===== src/rtl/poly_mac_acc_pkg.sv =====
`default_nettype none
// ============================================================================
// Module      : poly_mac_acc_pkg
// Description : Shared constants and FSM state encoding for the cyclic
//               polynomial multiply-accumulate block (ring Z[x]/(x^N - 1)).
//               Contents: default N / CW / AW, state enumeration.
// Revision    : 1.0 - initial release
// ============================================================================
package poly_mac_acc_pkg;

    localparam int c_N  = 4;    // number of coefficients
    localparam int c_CW = 2;    // coefficient width
    localparam int c_AW = 6;    // accumulator width, >= 2*CW + clog2(N)

    typedef enum logic [1:0] {
        ST_IDLE = 2'd0,
        ST_ACC  = 2'd1,
        ST_DONE = 2'd2
    } state_t;

endpackage
`default_nettype wire


===== src/rtl/pm_mac_lane.sv =====
`default_nettype none
// ============================================================================
// Module      : pm_mac_lane
// Description : One coefficient lane: CW x CW unsigned multiply, zero-extend
//               to AW and either load (first sample) or add into the lane
//               accumulator.
// Ports       : clk, reset (async, active-low), load, acc_en, a, b -> acc
// Revision    : 1.0 - initial release
// ============================================================================
module pm_mac_lane #(
    parameter int CW = 2,
    parameter int AW = 6
) (
    input  logic          clk,
    input  logic          reset,
    input  logic          load,     // k=0 sample: overwrite accumulator
    input  logic          acc_en,   // k>0 sample: add into accumulator
    input  logic [CW-1:0] a,
    input  logic [CW-1:0] b,
    output logic [AW-1:0] acc
);

    logic [2*CW-1:0] w_prod;
    logic [AW-1:0]   w_prod_ext;
    logic [AW-1:0]   r_acc;

    assign w_prod     = {{CW{1'b0}}, a} * {{CW{1'b0}}, b};
    assign w_prod_ext = {{(AW-2*CW){1'b0}}, w_prod};

    // Load discards any residue of the previous operation.
    always_ff @(posedge clk or negedge reset) begin
        if (!reset) begin
            r_acc <= '0;
        end else if (load) begin
            r_acc <= w_prod_ext;
        end else if (acc_en) begin
            r_acc <= r_acc + w_prod_ext;
        end
    end

    assign acc = r_acc;

endmodule
`default_nettype wire


===== src/rtl/poly_mac_acc.sv =====
`default_nettype none
// ============================================================================
// Module      : poly_mac_acc
// Description : Cyclic convolution c_i = sum_k a[(i-k) mod N] * b[k] over N
//               cycles. Upstream presents one rotation of operand A (coef0..3)
//               and one coefficient of B (b_coef) per accepted cycle.
// Ports       : clk, reset (async, active-low), start, coef0..coef3, b_coef
//               -> res0..res3 (held result), valid (1-cycle), busy (ACC)
// Revision    : 1.0 - initial release
// ============================================================================
module poly_mac_acc
    import poly_mac_acc_pkg::*;
#(
    parameter int N  = c_N,     // port list below is written for N = 4
    parameter int CW = c_CW,
    parameter int AW = c_AW
) (
    input  logic          clk,
    input  logic          reset,
    input  logic          start,
    input  logic [CW-1:0] coef0,
    input  logic [CW-1:0] coef1,
    input  logic [CW-1:0] coef2,
    input  logic [CW-1:0] coef3,
    input  logic [CW-1:0] b_coef,
    output logic [AW-1:0] res0,
    output logic [AW-1:0] res1,
    output logic [AW-1:0] res2,
    output logic [AW-1:0] res3,
    output logic          valid,
    output logic          busy
);

    localparam int                 c_CNT_W = $clog2(N) + 1;
    localparam logic [c_CNT_W-1:0] c_LAST  = c_CNT_W'(N - 1);

    state_t             r_state;
    state_t             w_state_nxt;
    logic [c_CNT_W-1:0] r_cnt;
    logic               w_load;
    logic               w_acc_en;
    logic [CW-1:0]      w_coef [N];
    logic [AW-1:0]      w_acc  [N];

    assign w_coef[0] = coef0;
    assign w_coef[1] = coef1;
    assign w_coef[2] = coef2;
    assign w_coef[3] = coef3;

    // ---------------- state register ----------------
    always_ff @(posedge clk or negedge reset) begin
        if (!reset) begin
            r_state <= ST_IDLE;
        end else begin
            r_state <= w_state_nxt;
        end
    end

    // ---------------- next-state logic ----------------
    // DONE behaves like IDLE for start, giving back-to-back operation.
    always_comb begin
        w_state_nxt = r_state;
        case (r_state)
            ST_IDLE: if (start) w_state_nxt = ST_ACC;
            ST_ACC:  if (r_cnt == c_LAST) w_state_nxt = ST_DONE;
            ST_DONE: w_state_nxt = start ? ST_ACC : ST_IDLE;
            default: w_state_nxt = ST_IDLE;
        endcase
    end

    // ---------------- output / control decode ----------------
    always_comb begin
        busy     = (r_state == ST_ACC);
        valid    = (r_state == ST_DONE);
        w_load   = start && ((r_state == ST_IDLE) || (r_state == ST_DONE));
        w_acc_en = (r_state == ST_ACC);
    end

    // Step counter: holds the index of the next rotation to accept.
    always_ff @(posedge clk or negedge reset) begin
        if (!reset) begin
            r_cnt <= '0;
        end else if (w_load) begin
            r_cnt <= c_CNT_W'(1);
        end else if (w_acc_en) begin
            r_cnt <= r_cnt + c_CNT_W'(1);
        end
    end

    // ---------------- per-lane datapaths ----------------
    generate
        for (genvar gi = 0; gi < N; gi++) begin : g_lane
            pm_mac_lane #(
                .CW (CW),
                .AW (AW)
            ) u_lane (
                .clk    (clk),
                .reset  (reset),
                .load   (w_load),
                .acc_en (w_acc_en),
                .a      (w_coef[gi]),
                .b      (b_coef),
                .acc    (w_acc[gi])
            );
        end
    endgenerate

    assign res0 = w_acc[0];
    assign res1 = w_acc[1];
    assign res2 = w_acc[2];
    assign res3 = w_acc[3];

endmodule
`default_nettype wire


===== config.mk =====
export PLATFORM = sky130hd
export DESIGN_NAME = poly_mac_acc
export DESIGN_NICKNAME = d
export VERILOG_FILES = /design/src/rtl/poly_mac_acc_pkg.sv /design/src/rtl/pm_mac_lane.sv /design/src/rtl/poly_mac_acc.sv
export SDC_FILE = /design/constraint.sdc
export NUM_CORES = 1
export LEC_CHECK = 0
export ABC_AREA = 1
export CAP_MARGIN = 20
export CORE_MARGIN = 3
export CORE_UTILIZATION = 57
export DETAILED_ROUTE_END_ITERATION = 10
export PLACE_DENSITY = 0.85
export SYNTH_ARGS = -nofsm -noshare
export SYNTH_HDL_FRONTEND = slang
export SYNTH_SLANG_ARGS = --single-unit

===== constraint.sdc =====
create_clock -name clk -period 3 [get_ports clk]
set_clock_uncertainty 0.15 [all_clocks]
set_input_delay 0.3 -clock clk [delete_from_list [all_inputs] [get_ports clk]]
set_output_delay 0.3 -clock clk [all_outputs]
set_load 0.005 [all_outputs]

==> flow_metrics.tcl, run 1 <==
set metrics [dict create \
    synthMuxAreaShare 0 \
    critical_path.max_fanout 8 \
    drive_gt1_frac 0.0552 \
    synth-compound-area-share 0.0870 \
    io_pins 39 \
    fmax_mhz 400 \
    cp-startpoint "b_coef[1]" \
    ctsHoldBuffers 0 \
    finalHoldViolCount 0 \
    cp_slowest_cell "clkdlybuf4s50_1" \
    stdcell_area_sq_um 2730 \
    p_per_area_nw_per_um2 954 \
    endpoint_kind "register" \
    drtIter0Drc 170 \
    ctsHtreeMaxLevel 2 \
    overflow 0 \
    synth.most_common_cell "nand2_1" \
    synthTopCellsByCount "107 x nand2_1, 40 x inv_1, 29 x dfrtp_1, 26 x ha_1, 22 x nor2_1" \
    die_area_sq_um 4670 \
    vias_per_cell 5.17 \
    syn_area_sq_um 2210 \
    place_area_sq_um 2610 \
    maxSlewViolCount 0 \
    synth_xor_area_frac 0.0158 \
    r2r-start "g_lane[0].u_lane.acc[0]" \
    power.total_w 0.00260 \
    synth.top_cell.area_share 0.328 \
    root_buffer "clkbuf_8" \
    dp_hpwl_mm 3.40 \
    crit_chain "clkdlybuf4s50_1, nand2_1, inv_1, ha_1, ha_1, ha_1, or2_2, nand3_1, nand2_1, nand2_1, nand2_1, nand2_1, inv_1" \
    setup_viol 0 \
    cts_tree "yes" \
    power_frac_seq 0.283 \
    crit_end "g_lane[3].u_lane.acc[5]" \
    synth_cell_types 25 \
    grt_pass1_vias 1936 \
    cpLargestDelayFamily "adder cells" \
    min_period_ps 2500 \
    grt_max_degree 30 \
    final_core_utilization 0.734 \
    yosys.area_share.adder 0.183 \
    io_buffers 38 \
    fp.dieW_um 68.3 \
    diodes 0 \
    syn-num-nets 349 \
    ctsResizeCount 0 \
    worst_pin_slew_ps 446 \
    critPathArrivalTime_ps 2530 \
    cap_violations 0 \
    postCtsSetupBuffers 0 \
    wl_per_cell_um 12.6 \
    reg2regPathDepth 8 \
    ys_ff_latch 29 \
    stdcell_count 392 \
    grt_setup_unrepaired "no" \
    peakVddDrop_v 0.000623 \
    start_util 0.596 \
    crit_type "in2reg" \
    drtAntennaViolNets 0 \
    first_pass_iters 4 \
    rows 22 \
    netSwitchingFraction 0.419 \
    required_ps 3040 \
    status "finished, final reports clean" \
    relSlewSlack 0.702 \
    tns_ps 0 \
    synth.largest_area_cell "dfrtp_1" \
    combPwrFrac 0.550 \
    finalWeightedCongestion 0.784 \
    synth_area_leaders "dfrtp_1 33%, nand2_1 18%, ha_1 15%" \
    clkTransAtPathRegs_ps 70 \
    hold_class "in2async" \
    synth_edf_count 0 \
    synth_cells 306 \
    insertion_delay_ps 290 \
    drc 0 \
    dpl.cell_count 384 \
    async_reset_ff_frac 1.00 \
    leakage_nw 1.55 \
    cts_buffers 5 \
    startpoint_type "input port" \
    grt_pass1_wl_mm 8.23 \
    r2r-end "g_lane[0].u_lane.acc[4]" \
    synth_warnings 0 \
    clockBufferDepth 2 \
    core_area_sq_um 3720 \
    p_int_w 0.00151 \
    switchingPower_w 0.00109 \
    yosys.area_share.simple 0.286 \
    path_buf_inv 3 \
    layout.nets 386 \
    clock_power_share 0.167 \
    antenna_found_initial 0 \
    crit_cells 13 \
    drt_wl_total_mm 4.94 \
    synth_top_family_by_area "simple AND/OR/NAND/NOR gates" \
    area_delta_synth_final_pct 23.2 \
    vias 2025 \
    die_h_um 68.3 \
    slowest_delay_ps 550 \
    post-route-period-util 0.833 \
    grt.total_usage 0.237 \
    clock-sinks 29 \
    ys_seq_area_frac 0.328 \
    r2r_slack_ps 1170 \
    ys.flop_type "dfrtp_1" \
    avgSynthCellArea_sq_um 7.24 \
    path_common_cell "nand2_1" \
]
[worst min path at each step]
stage / from / end / cells after the start
after floorplan: reset / g_lane[0].u_lane.acc[0] / 0
after global placement: r_cnt[0] / r_cnt[0] / 1
after detailed placement: r_cnt[0] / r_cnt[0] / 1
after global routing: reset / g_lane[3].u_lane.acc[3] / 2
after CTS: reset / g_lane[1].u_lane.acc[3] / 2
final: reset / g_lane[3].u_lane.acc[1] / 2
[power groups by stage]
stage / Clock, W / Combinational, W / Sequential, W
2_1_floorplan: 0 / 0.000920 / 0.000734
3_3_place_gp: 0 / 0.00136 / 0.000739
3_5_place_dp: 0 / 0.00141 / 0.000741
4_1_cts: 0.000436 / 0.00143 / 0.000738
5_1_grt: 0.000453 / 0.00164 / 0.000766
6_report: 0.000435 / 0.00143 / 0.000736
[logic make-up (layout without fill, tap and decap cells)]
family                     Yosys count  in the layout
AOI/OAI and AO/OA                   34             34
xor gates and xnor gates             4              4
adders and majority gates           30             30
buffers and inverters               53             91
DFF                                 29             29
and+or+nand+nor                    156            156
[placed cells by master, fill, tap and decap left out, types with 3 or more instances in the layout]
cell type        instances
o211ai_1                 3
dfrtp_1                 29
nor2_1                  22
nand2_1                107
clkdlybuf4s50_1         38
fa_1                     4
o21ai_1                 10
xor2_1                   4
nand3_1                 20
o21bai_1                 4
clkbuf_8                 6
ha_1                    26
a21oi_1                 13
inv_1                   40
[metal layers]
layer	track usage	vias up	wire length, um
met5	0	-	0
met4	0.109	0	123
met3	0.0509	13	227
met2	0.406	56	2400
met1	0.283	920	2190
li1	-	1036	-
[registers in the layout, indices dropped and copies added, names as in the netlist]
register and flops:
r_state 2, r_cnt 3, g_lane.u_lane.acc 24
[layout make-up]
type	instances	area, sq um
clock inverter	1	30.0
tap	48	60.1
timing repair buffer	40	395
inverter	43	164
multi-input combinational	224	1270
sequential	29	726
clock buffer	7	86.3
fill	305	988
[stage by stage]
| step | hold WS, ps | worst slack [ps] |
|---|---|---|
| finish | 259 | 502 |
| global route | 301 | 386 |
| CTS | 273 | 514 |
| detailed placement | 327 | 257 |
| global placement | 325 | 317 |
| floorplan | -146 | 804 |
(Power assumes the default switching activity.)
==> inputs of run 2 (changes only) <==
--- a/config.mk
+++ b/config.mk
@@ -8,9 +8,9 @@
 export ABC_AREA = 1
 export CAP_MARGIN = 20
 export CORE_MARGIN = 3
-export CORE_UTILIZATION = 57
+export CORE_UTILIZATION = 53
 export DETAILED_ROUTE_END_ITERATION = 10
-export PLACE_DENSITY = 0.85
+export PLACE_DENSITY = 0.8
 export SYNTH_ARGS = -nofsm -noshare
 export SYNTH_HDL_FRONTEND = slang
 export SYNTH_SLANG_ARGS = --single-unit
==> constraint.sdc (replaced) <==
create_clock -name clk -period 2.47 [get_ports clk]
set_clock_uncertainty 0.15 [all_clocks]
set_input_delay 0.247 -clock clk [delete_from_list [all_inputs] [get_ports clk]]
set_output_delay 0.247 -clock clk [all_outputs]
set_load 0.005 [all_outputs]
==> run 2 against run 1 <==
Against the previous run: final cell count grew 3.8%; flip-flop and latch count is the same; first-iteration DRC count shrank 52%; worst hold slack lost 48 ps; count of clock-buffer cells in the layout is the same; global-route usage shrank 2.1 points; clock power grew 0.9%; sequential power grew 23%; via count grew 1.5%; die area grew 6.9%; critical path type unchanged; routed wire length grew 2.3%.
==> flow_metrics.tcl, run 2 (synthesis results as in run 1) <==
set metrics [dict create \
    status "finished, final reports clean" \
    cap_violations 0 \
    clock-sinks 29 \
    setup_ws_ps 180 \
    final_cell_mix "107 x nand2_1, 40 x inv_1, 37 x clkdlybuf4s50_1" \
    crit_chain "clkdlybuf4s50_1, nand2_1, inv_1, ha_1, ha_1, ha_1, or2_2, nand3_1, nand2_1, nand2_1, nand2_1, nand2_1, inv_1" \
    seq_area_sq_um 726 \
    cts_tree "yes" \
    insertion_delay_ps 280 \
    crit_type "in2reg" \
    fp.dieW_um 70.6 \
    fillCellCount 314 \
    place_ws_ps -162 \
    grt_pass1_wl_mm 8.78 \
    drt_wl_total_mm 5.05 \
    overflow 0 \
    postCtsSetupBuffers 0 \
    setup_viol 0 \
    cp_slowest_cell "clkdlybuf4s50_1" \
    vias 2056 \
    grt.total_usage 0.217 \
    area_delta_synth_final_pct 28.2 \
    worst_pin_slew_ps 426 \
    rows 22 \
    grt_max_degree 30 \
    grt_setup_unrepaired "no" \
    start_util 0.575 \
    slowest_delay_ps 500 \
    die_area_sq_um 4990 \
    finalHoldViolCount 0 \
    wl_per_cell_um 12.4 \
    combPwrFrac 0.576 \
    largest_reg_flops 24 \
    clkTransAtPathRegs_ps 70 \
    p_per_area_nw_per_um2 1120 \
    final_core_utilization 0.737 \
    final_common_cell "nand2_1" \
    grt_pass1_vias 2043 \
    fmax_mhz 437 \
    vias_per_cell 5.05 \
    ctsHoldBuffers 0 \
    leakage_nw 1.63 \
    io_pins 39 \
    core_area_sq_um 3850 \
    layout.nets 401 \
    endpoint_kind "register" \
    peakVddDrop_v 0.000929 \
    dp_hpwl_mm 3.58 \
    finalWeightedCongestion 0.781 \
    drtIter0Drc 82 \
    diodes 0 \
    p_int_w 0.00184 \
    relSlewSlack 0.715 \
    hold_class "in2async" \
    hold_ws_ps 210 \
    clockBufferDepth 2 \
    maxSlewViolCount 0 \
    drtAntennaViolNets 0 \
    critPathArrivalTime_ps 2320 \
    switchingPower_w 0.00133 \
    clock_power_share 0.139 \
    cts_buffers 5 \
    drive_gt1_frac 0.100 \
    drc 0 \
    critical_path.max_fanout 4 \
    startpoint_type "input port" \
    required_ps 2500 \
    netSwitchingFraction 0.421 \
    antenna_found_initial 0 \
    path_common_cell "nand2_1" \
    first_pass_iters 4 \
    min_period_ps 2290 \
    multi_input_area_sq_um 1280 \
    path_buf_inv 3 \
    ctsHtreeMaxLevel 2 \
    post-route-period-util 0.927 \
    root_buffer "clkbuf_8" \
    die_h_um 70.6 \
    ctsResizeCount 0 \
    io_buffers 38 \
    cpLargestDelayFamily "adder cells" \
    power_frac_seq 0.285 \
]
-- run 2: worst reg2reg max path, cell delays in order, from the launching register on --
cell and delay, ps:
dfrtp_1 410, ha_1 240, fa_1 400, a21oi_1 180, o21bai_1 100, nand2_1 70
nand2_1 50, nand2_1 50, inv_1 40
-- run 2: power groups by stage --
stage	clock [W]	combinational (W)	sequential, W
CTS	0.000444	0.00183	0.000904
detailed placement	0	0.00180	0.000906
floorplan	0	0.00112	0.000891
global route	0.000468	0.00206	0.000944
global placement	0	0.00173	0.000901
finish	0.000439	0.00183	0.000905
-- run 2: final timing paths --
path / start / to / slack (ps) / cells past startpoint
hold reg to reg: r_cnt[0] / r_cnt[0] / 330 / 1
setup reg to reg: g_lane[2].u_lane.acc[0] / g_lane[2].u_lane.acc[4] / 690 / 8
max in group asynchronous: reset / g_lane[2].u_lane.acc[2] / 1670 / 2
hold / removal: reset / g_lane[3].u_lane.acc[3] / 210 / 2
min in group clk: r_cnt[0] / r_cnt[0] / 330 / 1
setup / recovery: b_coef[0] / g_lane[2].u_lane.acc[5] / 180 / 13
-- run 2: final cells by class --
type / count / area share
Clock buffer: 7 / 0.0339
Clock inverter: 1 / 0.00176
Inverter: 43 / 0.0577
Sequential cell: 29 / 0.256
Multi-Input combinational cell: 224 / 0.450
Timing Repair Buffer: 55 / 0.180
Tap cell: 48 / 0.0211
-- run 2: per-stage QoR --
step           setup TNS [ps]  cells  power [W]  instance area [sq um]
2_1_floorplan               0    306    0.00201                   2210
3_3_place_gp             -566    399    0.00264                   2720
3_5_place_dp            -1190    399    0.00270                   2720
4_1_cts                     0    407    0.00318                   2830
5_1_grt                     0    407    0.00347                   2840
6_report                    0    407    0.00317                   2840
-- run 2: per-layer routing --
| layer | vias to the layer above | GRT usage | part of all wire |
|---|---|---|---|
| li1 | 1060 | - | - |
| met1 | 948 | 0.275 | 0.46 |
| met2 | 41 | 0.374 | 0.48 |
| met3 | 7 | 0.0426 | 0.046 |
| met4 | 0 | 0.0647 | 0.013 |
| met5 | - | 0 | 0 |
==> inputs of run 3 (changes only) <==
--- a/config.mk
+++ b/config.mk
@@ -6,6 +6,7 @@
 export NUM_CORES = 1
 export LEC_CHECK = 0
 export ABC_AREA = 1
+export ABC_CLOCK_PERIOD_IN_PS = 2470
 export CAP_MARGIN = 20
 export CORE_MARGIN = 3
 export CORE_UTILIZATION = 53
==> results of run 3 <==
No change in the layout: final DEF, timing and power equal those of run 2.
